==> src/rtl/sseg_pkg.sv <==
// Shared types and constants for the 7-segment scan decoder: FSM state codes,
// glyph decode result and the active-high {g..a} glyph table for hex digits 0..F.
package sseg_pkg;

    localparam logic [1:0] StIdle    = 2'd0;
    localparam logic [1:0] StSettle  = 2'd1;
    localparam logic [1:0] StSampled = 2'd2;

    typedef struct packed {
        logic       legal;
        logic       blank;
        logic [3:0] hex;
    } glyph_t;

    localparam logic [6:0] GlyphTable [16] = '{
        7'h3F, 7'h06, 7'h5B, 7'h4F, 7'h66, 7'h6D, 7'h7D, 7'h07,
        7'h7F, 7'h6F, 7'h77, 7'h7C, 7'h39, 7'h5E, 7'h79, 7'h71
    };

endpackage

==> src/rtl/sseg_scan_decoder_if.sv <==
// Display-side bundle for sseg_scan_decoder: segs/an from the driver, decoded frame back.
// The dp field and its modport entries exist only with SSEG_DP_CAPTURE_EN defined.
interface sseg_scan_decoder_if #(
    parameter int unsigned NUM_DIGITS = 4
);
    logic [7:0]              segs;
    logic [NUM_DIGITS-1:0]   an;
    logic [4*NUM_DIGITS-1:0] value;
    logic [NUM_DIGITS-1:0]   blank;
    logic                    frame_valid;
    logic                    value_chg;
    logic                    err;
`ifdef SSEG_DP_CAPTURE_EN
    logic [NUM_DIGITS-1:0]   dp;

    modport master (output segs, an, input value, blank, frame_valid, value_chg, err, dp);
    modport slave  (input segs, an, output value, blank, frame_valid, value_chg, err, dp);
`else
    modport master (output segs, an, input value, blank, frame_valid, value_chg, err);
    modport slave  (input segs, an, output value, blank, frame_valid, value_chg, err);
`endif
endinterface

==> src/rtl/sseg_glyph_decode.sv <==
// Combinational glyph decoder: active-low segs[6:0] to {legal, blank, hex}.
// A dark digit is legal and blank and reads as hex 0.
module sseg_glyph_decode
    import sseg_pkg::*;
(
    input  logic [6:0] segs_n_i,
    output glyph_t     glyph_o
);

    logic [6:0] segs_on;
    assign segs_on = ~segs_n_i;

    always_comb begin
        glyph_o = '0;
        if (segs_on == 7'h00) begin
            glyph_o.legal = 1'b1;
            glyph_o.blank = 1'b1;
        end else begin
            for (int i = 0; i < 16; i++) begin
                if (segs_on == GlyphTable[i]) begin
                    glyph_o.legal = 1'b1;
                    glyph_o.hex   = 4'(i);
                end
            end
        end
    end

endmodule

==> src/rtl/sseg_scan_decoder.sv <==
// Monitor for a multiplexed 7-segment display: rebuilds the shown hex frame, flags bad glyphs.
// Optional macro SSEG_DP_CAPTURE_EN also captures the decimal points per digit.
module sseg_scan_decoder
    import sseg_pkg::*;
#(
    parameter int unsigned NUM_DIGITS     = 4,
    parameter int unsigned STABLE_CYCLES  = 4,
    parameter int unsigned TIMEOUT_CYCLES = 100000
) (
    input  logic                clk,
    input  logic                rst_n,
    sseg_scan_decoder_if.slave  bus
);

    localparam int unsigned IdxW = (NUM_DIGITS > 1) ? $clog2(NUM_DIGITS) : 1;
    localparam int unsigned CntW = $clog2(STABLE_CYCLES + 1);
    localparam int unsigned TmoW = $clog2(TIMEOUT_CYCLES + 1);
`ifdef SSEG_DP_CAPTURE_EN
    localparam int unsigned SegW = 8;
`else
    localparam int unsigned SegW = 7;
    logic unused_dp_in;
    assign unused_dp_in = bus.segs[7];
`endif

    logic [SegW-1:0]         segs_q, held_segs_q, held_segs_d;
    logic [NUM_DIGITS-1:0]   an_q, held_an_q, held_an_d;
    logic [1:0]              state_q, state_d;
    logic [CntW-1:0]         cnt_q, cnt_d;
    logic [TmoW-1:0]         tmo_q, tmo_d;
    logic [4*NUM_DIGITS-1:0] shadow_q, shadow_d, value_q, value_d;
    logic [NUM_DIGITS-1:0]   blank_stg_q, blank_stg_d, blank_q, blank_d, seen_q, seen_d;
    logic                    fv_q, fv_d, chg_q, chg_d, err_q, err_d;

    logic            an_valid, changed, sample, legal_sample, complete, tmo_hit;
    logic [IdxW-1:0] idx;
    glyph_t          glyph;

    sseg_glyph_decode u_glyph_decode (
        .segs_n_i (segs_q[6:0]),
        .glyph_o  (glyph)
    );

    always_comb begin
        idx      = '0;
        an_valid = $onehot(~an_q);
        for (int unsigned i = 0; i < NUM_DIGITS; i++) begin
            if (!an_q[i]) idx = IdxW'(i);
        end
    end

    // Stability is judged against the copy latched when the dwell started.
    assign changed = (an_q != held_an_q) || (segs_q != held_segs_q);

    always_comb begin
        state_d     = state_q;
        cnt_d       = cnt_q;
        held_an_d   = held_an_q;
        held_segs_d = held_segs_q;
        if (!an_valid) begin
            state_d = StIdle;
        end else if (state_q == StIdle || changed) begin
            state_d     = StSettle;
            cnt_d       = CntW'(1);
            held_an_d   = an_q;
            held_segs_d = segs_q;
        end else if (state_q == StSettle) begin
            cnt_d = cnt_q + CntW'(1);
        end
        sample = (state_d == StSettle) && (cnt_d == CntW'(STABLE_CYCLES));
        if (sample) state_d = StSampled;
    end

    assign legal_sample = sample && glyph.legal;
    assign complete     = &seen_q;
    assign tmo_hit      = !legal_sample && (tmo_q == TmoW'(TIMEOUT_CYCLES - 1));

    always_comb begin
        shadow_d    = shadow_q;
        blank_stg_d = blank_stg_q;
        seen_d      = seen_q;
        value_d     = value_q;
        blank_d     = blank_q;
        fv_d        = fv_q;
        chg_d       = 1'b0;
        err_d       = sample && !glyph.legal;
        tmo_d       = tmo_q;
        if (legal_sample) begin
            tmo_d = '0;
        end else if (tmo_q != TmoW'(TIMEOUT_CYCLES)) begin
            tmo_d = tmo_q + TmoW'(1);
        end
        if (tmo_hit) begin
            fv_d   = 1'b0;
            seen_d = '0;
        end
        // Completion overrides a coincident timeout.
        if (complete) begin
            value_d = shadow_q;
            blank_d = blank_stg_q;
            fv_d    = 1'b1;
            chg_d   = (shadow_q != value_q) || !fv_q;
            seen_d  = '0;
        end
        if (legal_sample) begin
            shadow_d[{idx, 2'b00} +: 4] = glyph.hex;
            blank_stg_d[idx]            = glyph.blank;
            seen_d[idx]                 = 1'b1;
        end
    end

    always_ff @(posedge clk or negedge rst_n) begin
        if (!rst_n) begin
            segs_q      <= '0;
            an_q        <= '0;
            held_segs_q <= '0;
            held_an_q   <= '0;
            state_q     <= StIdle;
            cnt_q       <= '0;
            tmo_q       <= '0;
            shadow_q    <= '0;
            blank_stg_q <= '0;
            seen_q      <= '0;
            value_q     <= '0;
            blank_q     <= '0;
            fv_q        <= 1'b0;
            chg_q       <= 1'b0;
            err_q       <= 1'b0;
        end else begin
            segs_q      <= bus.segs[SegW-1:0];
            an_q        <= bus.an;
            held_segs_q <= held_segs_d;
            held_an_q   <= held_an_d;
            state_q     <= state_d;
            cnt_q       <= cnt_d;
            tmo_q       <= tmo_d;
            shadow_q    <= shadow_d;
            blank_stg_q <= blank_stg_d;
            seen_q      <= seen_d;
            value_q     <= value_d;
            blank_q     <= blank_d;
            fv_q        <= fv_d;
            chg_q       <= chg_d;
            err_q       <= err_d;
        end
    end

`ifdef SSEG_DP_CAPTURE_EN
    logic [NUM_DIGITS-1:0] dp_stg_q, dp_stg_d, dp_q, dp_d;

    always_comb begin
        dp_stg_d = dp_stg_q;
        dp_d     = dp_q;
        if (complete) dp_d = dp_stg_q;
        if (legal_sample) dp_stg_d[idx] = segs_q[7];
    end

    always_ff @(posedge clk or negedge rst_n) begin
        if (!rst_n) begin
            dp_stg_q <= '0;
            dp_q     <= '0;
        end else begin
            dp_stg_q <= dp_stg_d;
            dp_q     <= dp_d;
        end
    end

    assign bus.dp = dp_q;
`endif

    assign bus.value       = value_q;
    assign bus.blank       = blank_q;
    assign bus.frame_valid = fv_q;
    assign bus.value_chg   = chg_q;
    assign bus.err         = err_q;

endmodule

==> src/flat_wrapper.sv <==
// flat-port wrapper written by rule: the top's interface ports become plain ports
module sseg_scan_decoder_flat import sseg_pkg::*;
#(
    parameter int unsigned NUM_DIGITS     = 4,
    parameter int unsigned STABLE_CYCLES  = 4,
    parameter int unsigned TIMEOUT_CYCLES = 100000
)
  (clk, rst_n, bus_segs, bus_an, bus_value, bus_blank, bus_frame_valid, bus_value_chg, bus_err);
  sseg_scan_decoder_if #(.NUM_DIGITS(NUM_DIGITS)) bus_i ();
  input  logic clk;
  input  logic rst_n;
  input wire logic [$bits(bus_i.segs)-1:0] bus_segs;
  input wire logic [$bits(bus_i.an)-1:0] bus_an;
  output wire logic [$bits(bus_i.value)-1:0] bus_value;
  output wire logic [$bits(bus_i.blank)-1:0] bus_blank;
  output wire logic [$bits(bus_i.frame_valid)-1:0] bus_frame_valid;
  output wire logic [$bits(bus_i.value_chg)-1:0] bus_value_chg;
  output wire logic [$bits(bus_i.err)-1:0] bus_err;
  assign bus_i.segs = bus_segs;
  assign bus_i.an = bus_an;
  assign bus_value = bus_i.value;
  assign bus_blank = bus_i.blank;
  assign bus_frame_valid = bus_i.frame_valid;
  assign bus_value_chg = bus_i.value_chg;
  assign bus_err = bus_i.err;
  sseg_scan_decoder #(.NUM_DIGITS(NUM_DIGITS), .STABLE_CYCLES(STABLE_CYCLES), .TIMEOUT_CYCLES(TIMEOUT_CYCLES)) u_core (.clk(clk), .rst_n(rst_n), .bus(bus_i));
endmodule
==> config.mk <==
export PLATFORM = sky130hd
export DESIGN_NAME = sseg_scan_decoder_flat
export DESIGN_NICKNAME = d
export VERILOG_FILES = /design/src/rtl/sseg_pkg.sv /design/src/rtl/sseg_scan_decoder_if.sv /design/src/rtl/sseg_glyph_decode.sv /design/src/rtl/sseg_scan_decoder.sv /design/src/flat_wrapper.sv
export SDC_FILE = /design/constraint.sdc
export NUM_CORES = 1
export LEC_CHECK = 0
export CORE_MARGIN = 3
export CORE_UTILIZATION = 35
export DETAILED_ROUTE_END_ITERATION = 10
export HOLD_SLACK_MARGIN = 0.1
export REMOVE_ABC_BUFFERS = 1
export SYNTH_ARGS = -nofsm -noshare
export SYNTH_HDL_FRONTEND = slang
export SYNTH_SLANG_ARGS = --single-unit
==> constraint.sdc <==
create_clock -name clk -period 6.5 [get_ports clk]
set_clock_uncertainty 0.1 [all_clocks]
set_input_delay 1.3 -clock clk [delete_from_list [all_inputs] [get_ports clk]]
set_output_delay 1.3 -clock clk [all_outputs]
set_load 0.02 [all_outputs]
==> flow_metrics.tcl <==
set metrics [dict create \
    critPathMostFrequentCell "ha_1" \
    ant_nets 0 \
    critical_path.cell_chain "inv_1 -> ha_1 -> ha_1 -> fa_1 -> nor3b_1 -> buf_4 -> and3_1 -> nand4_1 -> nor4_4 -> and2_0 -> nor2_1" \
    instances_no_fill 616 \
    fillers 1156 \
    yosysSeqAreaShare_pct 50.9 \
    io_pins 37 \
    utilization_pct 43.5 \
    numCtsBuffers 9 \
    cts.sink_count 91 \
    layout_min_cycle_time_ns 4.18 \
    path_max_fanout 17 \
    die_area_um2 14200 \
    yosysTopAreaCell "dfrtp_1" \
    p_sw_share_pct 23.7 \
    synth_warnings 0 \
    finalPower_mw 1.37 \
    ys_types 53 \
    timing.hold.ws_ns 0.395 \
    ctsResizeCount 0 \
    tns_ns 0 \
    maxCapViolCount 0 \
    finalSetupViolCount 0 \
    grt_pass1_vias 3021 \
    drc 0 \
    power_leakage_nw 2.42 \
    drt_iter0_drc 209 \
    fin_ws_ns 2.32 \
    fin_crit_sh_pct 64.3 \
    diodes 0 \
    dr_wl_met2_mm 4.03 \
    core_um2 12300 \
    multi_input_comb_area_um2 2050 \
    dr.pass1.iters 4 \
    dr.max_layer_used "met4" \
    cellPowerDensity_nw_per_um2 257 \
    area_growth_syn_to_layout_pct 19.1 \
    via_count 3031 \
    clock_path_buffers 2 \
    drt-met1-wl_mm 4.23 \
    grt_pass1_wl_mm 14.7 \
    synth_top_area_share_pct 50.9 \
    post-place-ws_ns 2.32 \
    portBuffers 35 \
    routed_via_density 4.92 \
    p_comb_share_pct 9.0 \
    criticalPathCategory "flip-flop to flip-flop" \
    die_h_um 119 \
    dp_hpwl_mm 5.95 \
    drive_gt1_share_pct 14.5 \
    cp_data_required_time_ns 6.58 \
    grt_remaining_overflow 0 \
    synthFlopType "dfrtp_1" \
    worst_pin_slew_ns 0.887 \
    grt_max_degree 47 \
    wl_mm 8.55 \
    netlist_instances 411 \
    postLayoutCellArea_um2 5330 \
    globalplace.congestion 0.758 \
    crit_path_end_kind "flip-flop" \
    cp-start-kind "flip-flop" \
    clkTransAtPathRegs_ns 0.07 \
    ir_drop_mv 0.125 \
    reg2reg_setup_slack_ns 2.32 \
    rows 40 \
    finalHoldViolations 0 \
    dp_cells 600 \
    met3_length_um 229 \
    postCtsHoldBufs 0 \
    start_util_pct 36.5 \
    die_x_um 119 \
    synthArstFlopShare_pct 100 \
    critPathBufInv 2 \
    dpl-instance-area_um2 4980 \
    cts_setup_buffers 0 \
    cts_tree "built" \
    cp.arrival_ns 4.27 \
    syn_area_um2 4480 \
    synth_edf_count 0 \
    seqPwrFrac_pct 46.3 \
    intPower_mw 1.04 \
    seqCellArea_um2 2280 \
    slew_viol_final 0 \
    wl_per_cell_um 13.9 \
    root_buffer "clkbuf_16" \
    synthTopCellsByArea "dfrtp_1 51%, mux2_2 8.5%, xnor2_1 5.1%" \
    fmax_ghz 0.239 \
    htreeDepth 3 \
    clock_latency_ns 0.33 \
    slowest_stage "and2_0" \
    hp-class "flip-flop to flip-flop" \
    ys_seq_elements 91 \
    clkPwrFrac_pct 44.8 \
    status "completed" \
    rsz0062_at_grt "false" \
    relSlewSlack_pct 40.8 \
    critPathTopFamily "simple AND/OR/NAND/NOR gates" \
    critPathMaxStageDelay_ns 0.80 \
    final_nets 466 \
    power_switching_mw 0.324 \
    grt_use_total_pct 12.7 \
    avgSynthCellArea_um2 10.9 \
    antenna_found_initial 0 \
]
[power by group through the flow]
stage	Sequential (mW)	Clock [mW]	Combinational (mW)
2_1_floorplan	0.637	0	0.0852
3_3_place_gp	0.642	0	0.122
3_5_place_dp	0.644	0	0.124
4_1_cts	0.633	0.631	0.125
5_1_grt	0.639	0.657	0.142
6_report	0.633	0.613	0.123
[path summary, 6_finish.rpt]
kind,start,end,cells after the start
min reg2reg,u_core.held_segs_q[4],u_core.held_segs_q[4],2
min,u_core.held_segs_q[4],u_core.held_segs_q[4],2
max in group asynchronous,rst_n,u_core.bus.value[5],2
max reg2reg,u_core.an_q[2],u_core.tmo_q[15],11
max,u_core.an_q[2],u_core.tmo_q[15],11
min in group asynchronous,rst_n,u_core.segs_q[3],1
[cells in the final DEF (no fill, tap or decap), types with 10 or more instances in the layout]
cell type / n
xnor2_1: 26
nor2_1: 32
nand3_1: 10
nand2_1: 41
nor3_1: 11
mux2_2: 34
clkdlybuf4s50_1: 34
o21ai_0: 19
xor2_1: 21
dfrtp_1: 91
inv_1: 19
[metal layers]
metal / up-vias / GRT usage [%]
met3: 5 / 2.42
met2: 51 / 20.1
met5: - / 0
met4: 0 / 3.91
li1: 1486 / -
met1: 1489 / 17.5
[flip-flops by register name, summed over array words and instances, names as in the netlist, 2 cells and up]
name and flops:
u_core.shadow_q 16, u_core.an_q 4, u_core.state_q 2, u_core.held_an_q 4
u_core.blank_stg_q 4, u_core.tmo_q 17, u_core.seen_q 4, u_core.held_segs_q 7
u_core.bus.blank 4, u_core.segs_q 7, u_core.cnt_q 3, u_core.bus.value 16
[synthesized netlist by cell type, types with 5 or more instances]
library cell	count
ha_1	8
xnor2_1	26
nand3_1	10
dfrtp_1	91
mux2_2	34
xor2_1	21
and3_1	5
o21ai_0	19
nand4_1	8
nor2b_1	7
clkbuf_1	9
nor3_1	11
a21oi_1	7
nor4b_1	5
a31oi_1	5
nand2_1	41
inv_1	19
nor2_1	32
[logic make-up (layout without fill, tap and decap cells)]
group,Yosys count,after routing,share of synthesized area (%)
AND/OR/NAND/NOR,147,147,18.7
buffers and inverters,36,73,3.44
AO/OA/AOI/OAI,43,43,5.67
XOR/XNOR,47,47,9.19
adder cells (fa/ha/maj),9,9,2.68
multiplexers,38,38,9.44
flip-flops,91,91,50.9
[final cells by class]
cell class	instances	share of cell area (%)
Sequential cell	91	42.7
Tap cell	168	3.94
Multi-Input combinational cell	284	38.4
Clock buffer	10	4.48
Inverter	19	1.34
Timing Repair Buffer	38	6.94
Clock inverter	6	2.23
[worst min-delay path, cell delays in order (launching register included)]
cell and delay [ns]:
dfrtp_1 0.35, nand2_1 0.05, nand2_1 0.06
Power figures use the tool's default switching activity.
